--- src/rtl/alu_result_buffer.sv ---
// alu_result_buffer: ALU result FIFO with valid/ready handshakes, flags register and jump predicate.
// Define ALU_SIGN_FLAG_EN to add the neg_flag output and the N / !N jump conditions.
module alu_result_buffer #(
    parameter int DATA_W = 8,
    parameter int DEPTH  = 2
) (
    input  logic                    clk,
    input  logic                    rst_n,
    input  logic                    in_valid,
    output logic                    in_ready,
    input  logic [DATA_W-1:0]       in_data,
    input  logic                    in_zero,
    input  logic                    in_carry,
    input  logic                    FI,
    input  logic                    flush,
    output logic                    out_valid,
    input  logic                    out_ready,
    output logic [DATA_W-1:0]       out_data,
    output logic                    zero_flag,
    output logic                    carry_flag,
`ifdef ALU_SIGN_FLAG_EN
    output logic                    neg_flag,
`endif
    input  logic [2:0]              cond_sel,
    output logic                    cond_true,
    output logic [$clog2(DEPTH):0]  count
);
    localparam int PTR_W = $clog2(DEPTH);
    localparam int CNT_W = PTR_W + 1;

    logic [DATA_W-1:0] mem_q [DEPTH];
    logic [PTR_W-1:0]  wr_ptr_q, wr_ptr_d, rd_ptr_q, rd_ptr_d;
    logic [CNT_W-1:0]  count_q, count_d;
    logic              zero_q, zero_d, carry_q, carry_d;
    logic              push, pop, wr_en, neg;

`ifdef ALU_SIGN_FLAG_EN
    localparam bit N_EN = 1'b1;
    logic neg_q, neg_d;
    always_comb neg_d = (push & FI) ? in_data[DATA_W-1] : neg_q;
    always_ff @(posedge clk) begin
        if (!rst_n) neg_q <= 1'b0;
        else        neg_q <= neg_d;
    end
    assign neg      = neg_q;
    assign neg_flag = neg_q;
`else
    localparam bit N_EN = 1'b0;
    assign neg = 1'b0;
`endif

    assign in_ready   = count_q != CNT_W'(DEPTH);
    assign out_valid  = count_q != '0;
    assign out_data   = out_valid ? mem_q[rd_ptr_q] : '0;
    assign zero_flag  = zero_q;
    assign carry_flag = carry_q;
    assign count      = count_q;

    // Flags follow every accepted push with FI, even one dropped by flush.
    always_comb begin
        push     = in_valid & in_ready;
        pop      = out_valid & out_ready;
        wr_en    = push & ~flush;
        wr_ptr_d = flush ? '0 : !push ? wr_ptr_q :
                   (wr_ptr_q == PTR_W'(DEPTH - 1)) ? '0 : wr_ptr_q + PTR_W'(1);
        rd_ptr_d = flush ? '0 : !pop ? rd_ptr_q :
                   (rd_ptr_q == PTR_W'(DEPTH - 1)) ? '0 : rd_ptr_q + PTR_W'(1);
        count_d  = flush ? '0 : (push && !pop) ? count_q + CNT_W'(1) :
                   (!push && pop) ? count_q - CNT_W'(1) : count_q;
        zero_d   = (push & FI) ? in_zero  : zero_q;
        carry_d  = (push & FI) ? in_carry : carry_q;
    end

    always_comb begin
        cond_true = 1'b0;
        case (cond_sel)
            3'b000: cond_true = 1'b1;
            3'b001: cond_true = zero_q;
            3'b010: cond_true = carry_q;
            3'b011: cond_true = ~zero_q;
            3'b100: cond_true = N_EN & neg;
            3'b101: cond_true = N_EN & ~neg;
            3'b110: cond_true = ~carry_q;
            default: cond_true = 1'b0;
        endcase
    end

    always_ff @(posedge clk) begin
        if (!rst_n) begin
            wr_ptr_q <= '0;
            rd_ptr_q <= '0;
            count_q  <= '0;
            zero_q   <= 1'b0;
            carry_q  <= 1'b0;
        end else begin
            wr_ptr_q <= wr_ptr_d;
            rd_ptr_q <= rd_ptr_d;
            count_q  <= count_d;
            zero_q   <= zero_d;
            carry_q  <= carry_d;
        end
    end

    always_ff @(posedge clk) begin
        if (wr_en) mem_q[wr_ptr_q] <= in_data;
    end
endmodule

--- config.mk ---
export PLATFORM = sky130hd
export DESIGN_NAME = alu_result_buffer
export DESIGN_NICKNAME = d
export VERILOG_FILES = /design/src/rtl/alu_result_buffer.sv
export SDC_FILE = /design/constraint.sdc
export NUM_CORES = 1
export LEC_CHECK = 0
export CAP_MARGIN = 30
export CORE_MARGIN = 2
export CORE_UTILIZATION = 25
export DETAILED_ROUTE_END_ITERATION = 10
export PLACE_DENSITY = 0.52
export SYNTH_ARGS = -nofsm -noshare
export SYNTH_HDL_FRONTEND = slang
export SYNTH_SLANG_ARGS = --single-unit
export TNS_END_PERCENT = 30
--- constraint.sdc ---
create_clock -name clk -period 2.25 [get_ports clk]
set_clock_uncertainty 0.1 [all_clocks]
set_input_delay 0.5625 -clock clk [delete_from_list [all_inputs] [get_ports clk]]
set_output_delay 0.5625 -clock clk [all_outputs]
set_load 0.05 [all_outputs]
### Word-level counts from Yosys, hierarchy flattened

Memory sizes are Yosys's and may differ from the RTL's. A register that Yosys moved wholly into a read port is not among the register bits.
Index checks and enable logic that the tools add are counted.

* bits in writable memories: 16
* register bits: 6
* memories: 1
* bits of input ports: 19
* latch bits: 0
* logic and storage cells: 41
* memory bits (read-only): 0

* equality and inequality tests: 5
* add/subtract/negate cells: 4
* shifts and indexed selects: 0
* div/mod/pow operators: 0
* multiplexer cells: 10
* bitwise gates (word level): 8
* reductions and logical operators: 8
* $mul: 0
* $lt $le $gt $ge: 0

Memories
* mem_q: depth 2, bits a word 8, read ports 1, clocked after Yosys merged registers in 1, wr ports 1, RTL line 31 `logic [DATA_W-1:0] mem_q [DEPTH];`

Operators with widths (count)
* $mux 8: 1
* $eq 3x2->1 const B: 2
* $mux 1: 6
* $pmux 1 s5: 1
* $and 1x1->1: 4
* $mux 2: 2
* $not 1->1: 4
* $reduce_bool 2->1: 2
* $eq 3x1->1 const B: 1
* $eq 3x3->1 const B: 1
* $logic_not 3->1: 1
* $add 1x1->1 const B: 2
* $add 2x1->2 const B: 1
* $logic_and 1x1->1: 2
* $logic_not 1->1: 2
* $ne 2x2->1 const B: 1
* $reduce_or 2->1: 1
* $sub 2x1->2 const B: 1

### Longest topological paths before layout

* depth in word-level cells: 6
* gate-level depth with buffers: 8

### Worst setup path after synthesis

Ideal clock, no wire load.

* kind: register to register
* start: reg count_q[0], in the netlist count[0]
* end: mem mem_q[1][0] (enable)
* data arrival time: 2020 ps
* library setup time: 385 ps
* cell stages (with the launch flop): 5
* period minus slack after synthesis: 2505 ps
* slack: -255 ps
* cells stage by stage: dfxtp_1 > nor2b_2 > inv_1 > nand2_1 > nor3b_1

* longest elaborated chain between the ends: 5

Ends and longest elaborated chain
* start: declaration: RTL line 33 `logic [CNT_W-1:0] count_q, count_d;`
* start signal: assignment: RTL line 98 `count_q <= count_d;`
* $ne 2x2->1: RTL line 52 `assign in_ready = count_q != CNT_W'(DEPTH);`
* via in_ready: RTL line 10 `output logic in_ready,`
* $and 1x1->1: RTL line 61 `push = in_valid & in_ready;`
* $and 1x1->1: RTL line 63 `wr_en = push & ~flush;`
* $mux 1: RTL line 105 `if (wr_en) mem_q[wr_ptr_q] <= in_data;`
* $mux 1 (implied by the code): RTL line 105
* end: declaration: RTL line 31

The timed path passes the listed nets, and every way through them passes these cells.

### Worst setup path after layout

* start: reg zero_q, in the netlist zero_flag
* end: out zero_flag

RTL lines
* start: declaration: RTL line 34 `logic zero_q, zero_d, carry_q, carry_d;`
* start signal: assignment: RTL line 99 `zero_q <= zero_d;`
* end: declaration: RTL line 19 `output logic zero_flag,`

No word-level cell between the ends.

==> run_results.csv <==
group,metric,value,unit
logic_synthesis,ys_ff_latch,23,
setup_path,rr_endpoint,"count[1]$_SDFFE_PP0P_",
grt,grt_antenna_before_repair,0,
logic_synthesis,yosysWarnings,0,
logic_synthesis,syn-num-nets,98,
routing,dr_total_vias,691,
setup_path,slowest_delay,0.84,ns
clocking,worstSkewPairLatency,0.25,ns
place,dp_hpwl,1.428,mm
clocking,htreeDepth,1,
setup_path,worstPathMaxFanout,4,
sta,finalSetupTns,0,ns
grt,grt_pass1_vias,722,
setup_path,crit_chain,"clkdlybuf4s50_1",
sta,fin_crit_sh,97.17,%
place,gp_congestion,0.6575,
power_and_ir_drop,p_per_area,674.6,nW/um2
logic_synthesis,synthCells,78,
logic_synthesis,syn_avg_cell_area,12.32,um2
logic_synthesis,ys_seq_area_share,64.58,%
routing,ant_nets,0,
floorplanning,io_pins,34,
layout,fillers,377,
logic_synthesis,yosysUniqueCellTypes,20,
logic_synthesis,synth_most_common_cell,"edfxtp_1",
routing,drt-total-wl,1.893,mm
logic_synthesis,syn_area,960.9,um2
logic_synthesis,synth_edf_count,16,
setup_path,endpoint_kind,"output port",
status,status,"finished clean",
clocking,clkSlewWorstSetupHoldPaths,0.07,ns
layout,multiInputGateArea,344.1,um2
layout,register_area,620.6,um2
sta,timing.slew.headroom,66.70,%
sta,fin_crit,2.186,ns
grt,grt_pass1_wl,3.215,mm
grt,grt_max_degree,13,
grt,grt_overflow_total,0,
sta,final-hold-violation-count,0,
sta,max_freq,457.4,MHz
routing,drtIter0Drc,21,
clocking,cts.sinks,23,
routing,wire_per_inst,11.40,um
logic_synthesis,yosys-top-cells-area,"edfxtp_1, dfxtp_1, mux2i_1",
setup_path,cp-start-kind,"flop",
logic_synthesis,yosys.area.top_type,"edfxtp_1",
floorplanning,die_w,66.00,um
floorplanning,rows,22,
layout,nNetsFinal,139,
logic_synthesis,synth_top_area_share,50.00,%
routing,viasPerCell,4.163,
setup_path,cp.required,1.59,ns
clocking,cts_tree,"built",
setup_path,critPathSlowestCell,"clkdlybuf4s50_1",
floorplanning,core_area,3689,um2
setup_path,endpoint,"zero_flag",
grt,grt.total_usage,9.507,%
sta,setup-violations-final,0,
logic_synthesis,synth_top_flop_cell,"edfxtp_1",
setup_path,cp.depth,1,
setup_path,worstReg2RegStart,"count[1]$_SDFFE_PP0P_",
setup_path,reg2reg_depth,7,
clocking,post-cts-setup-buffers,0,
clocking,clock-root-buffer,"clkbuf_8",
setup_path,path_buf_inv,1,
logic_synthesis,synth_commonest_cells,"edfxtp_1, nor2_1, mux2i_1",
power_and_ir_drop,p_total,961.4,uW
sta,worst_pin_slew,0.4980,ns
clocking,ctsLongestPathBuffers,2,
routing,drc,0,
setup_path,arrival,1.52,ns
sta,drv_slew,0,
setup_path,crit_start,"zero_flag$_SDFFE_PN0P_",
clocking,cts_inserted_buffers,3,
layout,post_route_cells_drive_above_1_share,23.73,%
routing,firstDrtPassIters,4,
power_and_ir_drop,leakagePower,0.0005428,uW
setup_path,reg2reg_slack,0.41,ns
setup_path,crit_family,"buffers and inverters",
clocking,holdBufCountCts,0,
layout,syn_to_final_growth,48.31,%
hold_path,min-delay-path-class,"reg2reg",
layout,antenna_cells,0,
floorplanning,die-area,4355,um2
floorplanning,die_h,66.00,um
job,maxCapViolCount,0,
logic_synthesis,synth-async-reset-ratio,0,%
power_and_ir_drop,ir_drop,0.2251,mV
sta,grt_setup_unrepaired,"false",
floorplanning,start_util,26.05,%
setup_path,worstSetupPathType,"reg2out",
place,portBuffers,33,
==> where the power goes <==
part | switching, uW | internal, uW
registers | 13.6 | 470
logic | 141 | 96.1
clock network | 115 | 126
==> metal layers <==
metal | wire length [um] | track usage (%) | part of all wire (%) | up-vias
met1 | 955 | 13.38 | 50 | 306
met5 | 0 | 0 | 0 | -
met3 | 177 | 2.215 | 9.4 | 2
met4 | 11 | 2.296 | 0.58 | 0
li1 | - | - | - | 354
met2 | 748 | 14.77 | 40 | 29
==> final cells by class <==
class                   instances  share of cell area, %
clock buffers                   4                  3.161
inverters                       5                  1.317
multi-input cells              49                  24.14
flip-flops and latches         23                  43.55
well taps                      48                  4.214
repair buffers                 37                  23.62
==> worst min-delay path by stage <==
| stage | depth (start not counted) | start | slack (ns) | endpoint |
|---|---|---|---|---|
| floorplan | 2 | wr_ptr_q$_SDFFE_PP0P_ | 0.37 | wr_ptr_q$_SDFFE_PP0P_ |
| global placement | 2 | wr_ptr_q$_SDFFE_PP0P_ | 0.38 | wr_ptr_q$_SDFFE_PP0P_ |
| detailed placement | 2 | wr_ptr_q$_SDFFE_PP0P_ | 0.40 | wr_ptr_q$_SDFFE_PP0P_ |
| CTS | 2 | wr_ptr_q$_SDFFE_PP0P_ | 0.41 | wr_ptr_q$_SDFFE_PP0P_ |
| global route | 2 | rd_ptr_q$_SDFFE_PP0P_ | 0.46 | rd_ptr_q$_SDFFE_PP0P_ |
| finish | 2 | rd_ptr_q$_SDFFE_PP0P_ | 0.41 | rd_ptr_q$_SDFFE_PP0P_ |
==> registers in the layout, summed over array words and instances, names as in the netlist, named ones only <==
| register | count |
|---|---|
| mem_q | 16 |
| count | 2 |
| carry_flag | 1 |
| rd_ptr_q | 1 |
| wr_ptr_q | 1 |
| zero_flag | 1 |
==> cell families after synthesis <==
logic type / Yosys count / synth area share, %
adders and majority gates: 1 / 1.302
xor gates and xnor gates: 3 / 2.735
buffers and inverters: 6 / 2.474
muxes: 10 / 10.42
DFF: 23 / 64.58
and+or+nand+nor: 27 / 13.80
AOI/OAI and AO/OA: 8 / 4.687
==> cell usage in the layout (no fill, tap or decap), drive strengths merged <==
master | synthesis | routed
nor2b | 2 | 2
xor2 | 3 | 3
nand2b | 1 | 1
a21oi | 3 | 3
a2bb2oi | 1 | 1
o21ai | 3 | 3
inv | 5 | 5
nor3 | 1 | 1
nor3b | 2 | 2
dfxtp | 7 | 7
nor2 | 13 | 13
mux2i | 10 | 10
buf | 1 | 17
nand2 | 5 | 5
o22ai | 1 | 1
or3 | 2 | 2
clkdlybuf4s50 | 0 | 17
ha | 1 | 1
dlygate4sd2 | 0 | 3
edfxtp | 16 | 16
clkbuf | 0 | 4
and3 | 1 | 1
==> what timing repair did <==
item,4_1_cts,5_1_grt
gates resized for setup,7,1
pin swaps,1,0
endpoints found under the setup margin,1,9
==> through the flow <==
step | cells | area (um2) | setup WS, ns | util, % | hold slack (ns)
6_report | 166 | 1425 | 0.06378 | 38.64 | 0.4134
5_1_grt | 166 | 1425 | 0.01815 | 38.64 | 0.4568
4_1_cts | 166 | 1423 | 0.04990 | 38.57 | 0.4124
3_5_place_dp | 162 | 1361 | -0.1770 | 36.91 | 0.4003
3_3_place_gp | 162 | 1361 | -0.1068 | 36.91 | 0.3775
2_1_floorplan | 78 | 965.9 | -0.1978 | - | 0.3660
Note: power is estimated with default switching activity, not from simulation.
